<file path="config.mk">
export PLATFORM = sky130hd
export DESIGN_NAME = inst_fetch
export DESIGN_NICKNAME = d
export VERILOG_FILES = /design/src/rtl/inst_fetch.sv
export SDC_FILE = /design/constraint.sdc
export NUM_CORES = 1
export LEC_CHECK = 0
export ABC_AREA = 1
export BUFFER_PORTS_ARGS = -buffer_cell sky130_fd_sc_hd__buf_2
export CAP_MARGIN = 20
export CORE_ASPECT_RATIO = 1.75
export CORE_MARGIN = 2
export CORE_UTILIZATION = 30
export CTS_BUF_LIST = sky130_fd_sc_hd__clkbuf_4 sky130_fd_sc_hd__clkbuf_8
export DETAILED_ROUTE_END_ITERATION = 16
export SLEW_MARGIN = 20
export SYNTH_ARGS = -nofsm -noshare
export SYNTH_HDL_FRONTEND = slang
export SYNTH_SLANG_ARGS = --single-unit
</file>
<file path="constraint.sdc">
create_clock -name clk -period 3.01 [get_ports clk]
set_input_delay 0.602 -clock clk [delete_from_list [all_inputs] [get_ports clk]]
set_output_delay 0.602 -clock clk [all_outputs]
set_load 0.01 [all_outputs]
</file>
<file path="src/rtl/inst_fetch.sv">
// Instruction-fetch stage: owns the PC, issues one outstanding read at a time
// on an SRAM-like handshake bus and offers {ce, pc} plus the word to decode.
module inst_fetch #(
  parameter logic [31:0] RESET_PC = 32'hBFC0_0000,
  parameter int unsigned StallBus = 6
) (
  input  logic                clk,
  input  logic                rst,
  input  logic [StallBus-1:0] stall,
  input  logic [32:0]         br_bus,
  output logic [32:0]         if_to_id_bus,
  output logic [31:0]         if_inst,
  output logic                stallreq_from_if,
  output logic                inst_req,
  output logic                inst_wr,
  output logic [31:0]         inst_addr,
  input  logic                inst_addr_ok,
  input  logic                inst_data_ok,
  input  logic [31:0]         inst_rdata
);

  localparam logic [1:0] S_REQ  = 2'd0;
  localparam logic [1:0] S_WAIT = 2'd1;
  localparam logic [1:0] S_HOLD = 2'd2;

  logic [1:0]  r_state;
  logic [31:0] r_pc;
  logic [31:0] r_hold;
  logic        r_redir;
  logic [31:0] r_redir_addr;
  logic        r_req_pend;

  logic [1:0]  w_state_nxt;
  logic        w_br_e;
  logic [31:0] w_br_addr;
  logic [31:0] w_next_pc;
  logic        w_ce;
  logic [31:0] w_word;
  logic        w_req;
  logic [31:0] w_addr;
  logic        w_handoff;
  logic        w_capture;
  logic        w_unused;

  assign w_unused  = ^stall[StallBus-1:2];
  assign w_br_e    = br_bus[32];
  assign w_br_addr = br_bus[31:0];

  // A live branch wins over a redirect captured while decode was stalled.
  assign w_next_pc = w_br_e  ? w_br_addr :
                     r_redir ? r_redir_addr :
                               r_pc + 32'd4;

  // Next state and bus outputs; a handoff may issue the next fetch in the same cycle.
  always_comb begin
    w_state_nxt = r_state;
    w_ce        = 1'b0;
    w_word      = 32'd0;
    w_req       = 1'b0;
    w_addr      = r_pc;
    w_handoff   = 1'b0;
    w_capture   = 1'b0;
    case (r_state)
      S_REQ: begin
        w_req = ~stall[0] | r_req_pend;
        if (w_req && inst_addr_ok) begin
          w_state_nxt = S_WAIT;
        end
      end
      S_WAIT: begin
        w_ce   = inst_data_ok;
        w_word = inst_rdata;
        if (inst_data_ok) begin
          if (stall[1]) begin
            w_state_nxt = S_HOLD;
            w_capture   = 1'b1;
          end else begin
            w_handoff = 1'b1;
          end
        end
      end
      S_HOLD: begin
        w_ce   = 1'b1;
        w_word = r_hold;
        if (!stall[1]) begin
          w_handoff = 1'b1;
        end
      end
      default: w_state_nxt = S_REQ;
    endcase
    if (w_handoff) begin
      if (!stall[0]) begin
        w_req       = 1'b1;
        w_addr      = w_next_pc;
        w_state_nxt = inst_addr_ok ? S_WAIT : S_REQ;
      end else begin
        w_state_nxt = S_REQ;
      end
    end
  end

  // State register.
  always_ff @(posedge clk) begin
    if (rst) begin
      r_state <= S_REQ;
    end else begin
      r_state <= w_state_nxt;
    end
  end

  // PC, redirect, hold buffer and request-persistence registers.
  always_ff @(posedge clk) begin
    if (rst) begin
      r_pc         <= RESET_PC;
      r_hold       <= 32'd0;
      r_redir      <= 1'b0;
      r_redir_addr <= 32'd0;
      r_req_pend   <= 1'b0;
    end else begin
      r_req_pend <= w_req & ~inst_addr_ok;
      if (w_handoff) begin
        r_pc    <= w_next_pc;
        r_redir <= 1'b0;
      end else if (w_br_e) begin
        r_redir      <= 1'b1;
        r_redir_addr <= w_br_addr;
      end
      if (w_capture) begin
        r_hold <= inst_rdata;
      end
    end
  end

  assign inst_req         = ~rst & w_req;
  assign inst_wr          = 1'b0;
  assign inst_addr        = w_addr;
  assign if_to_id_bus     = (!rst && w_ce) ? {1'b1, r_pc} : 33'd0;
  assign if_inst          = (!rst && w_ce) ? w_word : 32'd0;
  assign stallreq_from_if = ~rst & (r_state != S_HOLD);

endmodule

</file>
==> results.md, run 1 <==
- Status: complete, no violations
- Area of the mapped netlist: 0.00611 sq mm
- Final setup viols: 0
- First-pass GRT wire length: 33.9 mm
- Clock sink count: 100
- Cell Chain, Critical Path: nand2_1 > nor2_1 > nand2_1 > nor2_1 > nand2_1 > nand2_1 > nand3_1 > nand2_1 > nand2_1 > nand2_1 > nand2_1 > buf_2
- Most used cell, CP: nand2_1
- CTS tree: done
- Synth-to-Final Area Change: 20.3%
- # DRC: 0
- Clock Tree Buf Depth: 2
- Ys flop type: dfxtp_1
- Worst slew pin tran: 0.696 ns
- Slew headroom: 0.535
- Drt first pass iters: 5
- Cells on worst reg2reg path: 12
- Setup crit end: inst_addr[31]
- Crit path largest cell delay: 0.45 ns
- Total congestion overflow: 0
- #FFs+latches synth: 100
- Antenna-violating nets left: 0
- TritonCTS Buffers: 9
- Die Span Y: 193 microns
- Post-synthesis sequential area ratio: 0.328
- Required time worst endpoint: 2.41 ns
- Critical path fanouts, max: 5
- Worst setup path start: r_pc[14]$_SDFFE_PP0P_
- Initial core utilization: 0.304
- Number of synthesized flops with an enable pin: 0
- Initial DRC Count: 528
- Critical Path Start Type: flop
- Placed Area: 0.00710 sq mm
- Largest net degree at the start of global routing: 68
- Max Cap Viol: 0
- Clk_lat worst skew: 0.38 ns
- Top cells by count, synth: nand2_1 (374), nor2_1 (135), a21oi_1 (104), dfxtp_1 (100), nand3_1 (83)
- Vias in the first global route: 6,646
- Worst hold path class: input pin to flop
- Final hold vios: 0
- Via count: 7,022
- Count leader, synth: nand2_1
- Tmin final: 2.91 ns
- Final instance area: 0.00735 sq mm
- Final WL: 21.8 mm
- Top post-synthesis cells by area: dfxtp_1 (33%), nand2_1 (23%), a21oi_1 (8.5%), nor2_1 (8.3%), nand3_1 (6.8%)
- Vias per cell: 4.93
- Post-synth top area cell: dfxtp_1
- Setup Crit Path Kind: flop to output pin
- Root Driver: clkbuf_8
- Synth unique cells: 28
- Nets: 1,249
- Syn nets: 1,111
- Fin crit share: 0.967
- Num rows: 69
- Die area: 0.0216 sq mm
- Syn_area_per_cell: 5.92 sq um
- Share of cells above drive strength 1: 0.203
- Hold WS: 0.425 ns
- Max IR drop VDD: 0.000261 V
- GRT Overall Usage: 0.198
- Hpwl dp: 15.8 mm
- Clk slew on worst S/H paths: 0.12 ns
- Power Density: 474 mW/mm^2
- Core area: 0.0201 sq mm
- Top-area cell type share of the netlist area: 0.328
- Asr flop ratio synth: 0
- Crit Reg-Reg Endpoint: r_pc[28]$_SDFFE_PP1P_
- Flop-to-flop setup slack: 0.78 ns
- Slew Viols, Final: 0
- Worst r2r src: r_state[0]$_SDFFE_PP0P_
- Yosys warning count: 0
- Worst Skew: 0.0134 ns
- Initial antenna violation count: 4
- Fmax: 0.344 GHz
- Final Wtd Congestion: 0.915
- IO buf count: 169
- Wire per inst: 15.3 microns
- Leakage: 3.38 nW
- H-Tree Depth: 3
- Post-Syn Instances: 1,032
- Critical path's slowest cell: dfxtp_1
- RSZ-0062 raised after global routing: false
- # IOs: 175
- Crit path capture type: output pin
- Worst EP arrival: 2.31 ns
- Final setup TNS: 0 ns
- Chip width: 112 microns
critical path: cells and delay by family (launching register included):
family        cells  cell delay [ns]
flops             1             0.45
simple gates     11             1.32
buf+inv           1             0.14
report_power, final:
part           total, mW  switching (mW)  internal, mW  leakage, nW
logic               1.07           0.744         0.331         2.47
clock network      0.902           0.560         0.342       0.0969
registers           1.51          0.0789          1.43        0.816
total               3.49            1.38          2.10         3.38
sequential cells by signal, indices dropped and copies added (netlist names):
| name | flops |
|---|---|
| r_redir | 1 |
| r_pc | 32 |
| r_hold | 32 |
| r_state | 2 |
| r_req_pend | 1 |
| r_redir_addr | 32 |
layout by cell type, fill, tap and decap left out, drive strengths merged:
cell / Yosys / final
a21oi: 104 / 104
a22oi: 1 / 1
and2: 1 / 1
buf: 32 / 189
clkbuf: 30 / 10
clkinv: 0 / 2
clkinvlp: 0 / 1
conb: 1 / 1
dfxtp: 100 / 100
diode: 0 / 2
ha: 4 / 4
inv: 57 / 60
nand2: 381 / 381
nand3: 83 / 83
nand3b: 1 / 1
nor2: 144 / 144
nor3: 3 / 3
o211ai: 2 / 2
o21ai: 67 / 67
o22ai: 6 / 6
or2: 7 / 7
xor2: 8 / 8
metrics by stage:
stage,std cells,utilization,worst slack (ns),total power [mW]
2_1_floorplan,1032,-,0.803,2.28
3_3_place_gp,1404,0.353,0.457,2.61
3_5_place_dp,1404,0.353,0.444,2.62
4_1_cts,1420,0.362,0.0528,3.53
5_1_grt,1423,0.365,0.00246,3.72
6_report,1425,0.365,0.0992,3.49
repair_timing:
item	4_1_cts	5_1_grt
gates resized for setup	0	11
hold buffers	0	0
endpoints found under the setup margin	0	62
hold endpoints to repair	0	0
buffers inserted	0	3
routing by layer:
layer  global-route usage  wire (microns)
met5                    0              21
met4                0.113            1160
met3               0.0339            1310
met2                0.366           11200
met1                0.210            8050
how the worst min path moves through the flow:
stage,start,to,cells after the start
after floorplan,r_hold[0]$_SDFFE_PP0P_,r_hold[0]$_SDFFE_PP0P_,2
final,inst_addr_ok,r_req_pend$_SDFF_PP0_,2
after CTS,inst_addr_ok,r_req_pend$_SDFF_PP0_,2
after global routing,inst_addr_ok,r_req_pend$_SDFF_PP0_,2
after detailed placement,r_hold[28]$_SDFFE_PP0P_,r_hold[28]$_SDFFE_PP0P_,2
after global placement,r_hold[13]$_SDFFE_PP0P_,r_hold[13]$_SDFFE_PP0P_,2
cell type report:
class                           instances  area [sq um]
Fill cell                            2302         12800
Tap cell                              248           310
Antenna cell                            2          5.00
Inverter                               57           219
Sequential cell                       100          2000
Clock inverter                          6          56.3
Timing Repair Buffer                  189          1010
Multi-Input combinational cell        813          3600
Clock buffer                           10           138
cell families after synthesis:
family	count (synthesis)	synth area share
XOR/XNOR	8	0.0115
other	1	0.000614
buffers and inverters	119	0.0860
flip-flops	100	0.328
adder cells (fa/ha/maj)	4	0.00819
AO/OA/AOI/OAI	180	0.150
AND/OR/NAND/NOR	620	0.416
Note: power is estimated with default switching activity, not from simulation.
==> inputs of run 2 (changes only) <==
--- a/config.mk
+++ b/config.mk
@@ -11,3 +11,2 @@
 export CORE_ASPECT_RATIO = 1.75
-export CORE_MARGIN = 2
 export CORE_UTILIZATION = 30
==> constraint.sdc (replaced) <==
create_clock -name clk -period 3.01 [get_ports clk]
set_input_delay 0.301 -clock clk [delete_from_list [all_inputs] [get_ports clk]]
set_output_delay 0.301 -clock clk [all_outputs]
set_load 0.01 [all_outputs]
==> run 2 against run 1 <==
  * Critical endpoint is now inst_addr[20]
  * Fmax rose by 6.9%
  * Final cell count fell by 0.91%
  * Register-to-register slack barely moved
  * Critical path type unchanged
  * Utilization rose by 0.23 points
  * Worst hold slack got worse by 0.30 ns
==> results.md, run 2 (synthesis results as in run 1) <==
- Final setup viols: 0 (unchanged)
- Die area: 0.0210 sq mm (was 0.0216 sq mm)
- Initial DRC Count: 388 (was 528)
- First-pass GRT wire length: 33.3 mm (was 33.9 mm)
- Final Wtd Congestion: 0.920 (was 0.915)
- Cells on worst reg2reg path: 12 (unchanged)
- Worst hold path class: input pin to flop (unchanged)
- Initial antenna violation count: 1 (was 4)
- Initial core utilization: 0.308 (was 0.304)
- GRT Overall Usage: 0.210 (was 0.198)
- Core area: 0.0198 sq mm (was 0.0201 sq mm)
- Final hold vios: 0 (unchanged)
- Worst Skew: 0.0253 ns (was 0.0134 ns)
- Largest net degree at the start of global routing: 68 (unchanged)
- RSZ-0062 raised after global routing: false (unchanged)
- Fmax: 0.367 GHz (was 0.344 GHz)
- Most frequent cells in the layout: nand2_1 (374), buf_2 (169), nor2_1 (135) (was nand2_1 (374), buf_2 (169), nor2_1 (134))
- # Post-CTS Setup Buffers: 0 (unchanged)
- IO buf count: 169 (unchanged)
- Drt first pass iters: 7 (was 5)
- Tmin final: 2.72 ns (was 2.91 ns)
- Required time worst endpoint: 2.71 ns (was 2.41 ns)
- Critical Path Start Type: flop (unchanged)
- Crit path capture type: output pin (unchanged)
- Vias per cell: 4.95 (was 4.93)
- Nets: 1,241 (was 1,249)
- Fin crit share: 0.905 (was 0.967)
- Total congestion overflow: 0 (unchanged)
- CTS tree: done (unchanged)
- Commonest non-fill, non-tap cell in the layout: nand2_1 (unchanged)
- Cts hold-fix bufs: 0 (unchanged)
- Power Density: 491 mW/mm^2 (was 474 mW/mm^2)
- Critical path's slowest cell: dfxtp_1 (unchanged)
- H-Tree Depth: 3 (unchanged)
- Cell Chain, Critical Path: ha_1 > nand2_2 > nor2_4 > nand2_2 > nor2_4 > nand3_1 > nand2_1 > nand3_1 > nand2_1 > nand2_1 > o21ai_0 > buf_2 (was nand2_1 > nor2_1 > nand2_1 > nor2_1 > nand2_1 > nand2_1 > nand3_1 > nand2_1 > nand2_1 > nand2_1 > nand2_1 > buf_2)
- Status: complete, no violations (unchanged)
- Worst setup path start: r_pc[3]$_SDFFE_PP0P_ (was r_pc[14]$_SDFFE_PP0P_)
- Worst r2r src: r_state[0]$_SDFFE_PP0P_ (unchanged)
- Wire per inst: 15.3 microns (about the same)
- Setup Crit Path Kind: flop to output pin (unchanged)
- Biggest regs: r_hold: 32 flops, r_pc: 32 flops, r_redir_addr: 32 flops (unchanged)
- Family with the most delay on the worst path: simple AND/OR/NAND/NOR gates (unchanged)
- Max IR drop VDD: 0.000327 V (was 0.000261 V)
- Clock Tree Buf Depth: 2 (unchanged)
- Vias in the first global route: 6,581 (was 6,646)
- TritonCTS Buffers: 9 (unchanged)
- Slew headroom: 0.513 (was 0.535)
- Placed Area: 0.00705 sq mm (was 0.00710 sq mm)
- Root Driver: clkbuf_8 (unchanged)
- Flop-to-flop setup slack: 0.78 ns (about the same)
- Setup WS post-layout: 0.286 ns (was 0.0992 ns)
- # DRC: 0 (unchanged)
- Most used cell, CP: nand2_1 (unchanged)
- Clk_lat worst skew: 0.39 ns (was 0.38 ns)
- Antenna-violating nets left: 0 (unchanged)
- Leakage: 3.34 nW (was 3.38 nW)
- # IOs: 175 (unchanged)
- Hpwl dp: 15.5 mm (was 15.8 mm)
- Slew Viols, Final: 0 (unchanged)
- Final core utilization: 0.368 (was 0.365)
- WP depth: 12 (unchanged)
- Worst EP arrival: 2.42 ns (was 2.31 ns)
- Crit path largest cell delay: 0.42 ns (was 0.45 ns)
- Synth-to-Final Area Change: 19.3% (was 20.3%)
- # resized after CTS: 0 (unchanged)
- Worst path bufs/invs: 1 (unchanged)
- Crit Reg-Reg Endpoint: r_pc[28]$_SDFFE_PP1P_ (unchanged)
- Worst slew pin tran: 0.729 ns (was 0.696 ns)
- Number of inserted diodes: 0 (was 2)
- Setup WS pre-CTS: 0.697 ns (was 0.444 ns)
- Num rows: 68 (was 69)
- Critical path fanouts, max: 5 (unchanged)
- Via count: 6,989 (was 7,022)
- Chip width: 110 microns (was 112 microns)
- Final setup TNS: 0 ns (unchanged)
- Die Span Y: 191 microns (was 193 microns)
- Max Cap Viol: 0 (unchanged)
- Share of cells above drive strength 1: 0.195 (was 0.203)
- Final instance area: 0.00729 sq mm (was 0.00735 sq mm)
- Setup crit end: inst_addr[20] (was inst_addr[31])
- Filler cell count: 2,251 (was 2,302)
- Final WL: 21.6 mm (was 21.8 mm)
- Clk slew on worst S/H paths: 0.13 ns (was 0.12 ns)
- Clock sink count: 100 (unchanged)
-- run 2: changes by cell type in the layout (fill, tap and decap cells not counted), sizes merged --
cell      delta
clkinvlp     -1
clkbuf       -1
inv          -1
bufinv       +1
buf          -8
clkinv       +2
diode        -2
-- run 2: worst register-to-register path, delay by kind of cell (launching register included) --
| family | cells | cell delay, ns |
|---|---|---|
| buf+inv | 5 | 0.85 |
| flops | 1 | 0.38 |
| fa+ha+maj | 1 | 0.22 |
| simple gates | 6 | 0.72 |
-- run 2: worst min-delay path by stage --
stage                     depth (start not counted)                     from                       to  slack [ns]
final                                             2             inst_addr_ok    r_req_pend$_SDFF_PP0_        0.12
after global routing                              2             inst_addr_ok    r_req_pend$_SDFF_PP0_        0.10
after floorplan                                   1             inst_addr_ok    r_req_pend$_SDFF_PP0_        0.38
after detailed placement                          2   r_hold[3]$_SDFFE_PP0P_   r_hold[3]$_SDFFE_PP0P_        0.46
after CTS                                         2             inst_addr_ok    r_req_pend$_SDFF_PP0_        0.09
after global placement                            2  r_hold[14]$_SDFFE_PP0P_  r_hold[14]$_SDFFE_PP0P_        0.45
-- run 2: per-layer routing --
layer	global-route usage	routed length, microns	up-vias
met1	0.218	8190	3175
met5	0	13	-
met4	0.112	959	2
met3	0.0366	1230	47
met2	0.387	11300	230
li1	-	-	3535
-- run 2: layout make-up --
| type | count | area (sq um) | share of cell area |
|---|---|---|---|
| clock buffer | 9 | 124 | 0.0170 |
| clock inverter | 7 | 108 | 0.0148 |
| inverter | 57 | 214 | 0.0294 |
| multi-input combinational | 813 | 3580 | 0.492 |
| sequential | 100 | 2000 | 0.275 |
| tap | 245 | 307 | 0.0421 |
| timing repair buffer | 181 | 948 | 0.130 |
-- run 2: power by group --
part | switching [mW] | internal [mW] | total, mW
sequential | 0.0773 | 1.43 | 1.51
combinational | 0.749 | 0.326 | 1.08
clock | 0.578 | 0.417 | 0.995
total | 1.40 | 2.17 | 3.58
-- run 2: per-stage QoR --
| step | total power, mW | std cells | hold WS (ns) |
|---|---|---|---|
| finish | 3.58 | 1412 | 0.123 |
| CTS | 3.62 | 1412 | 0.0924 |
| global route | 3.82 | 1412 | 0.100 |
| global placement | 2.60 | 1396 | 0.448 |
| detailed placement | 2.61 | 1396 | 0.455 |
| floorplan | 2.28 | 1032 | 0.380 |
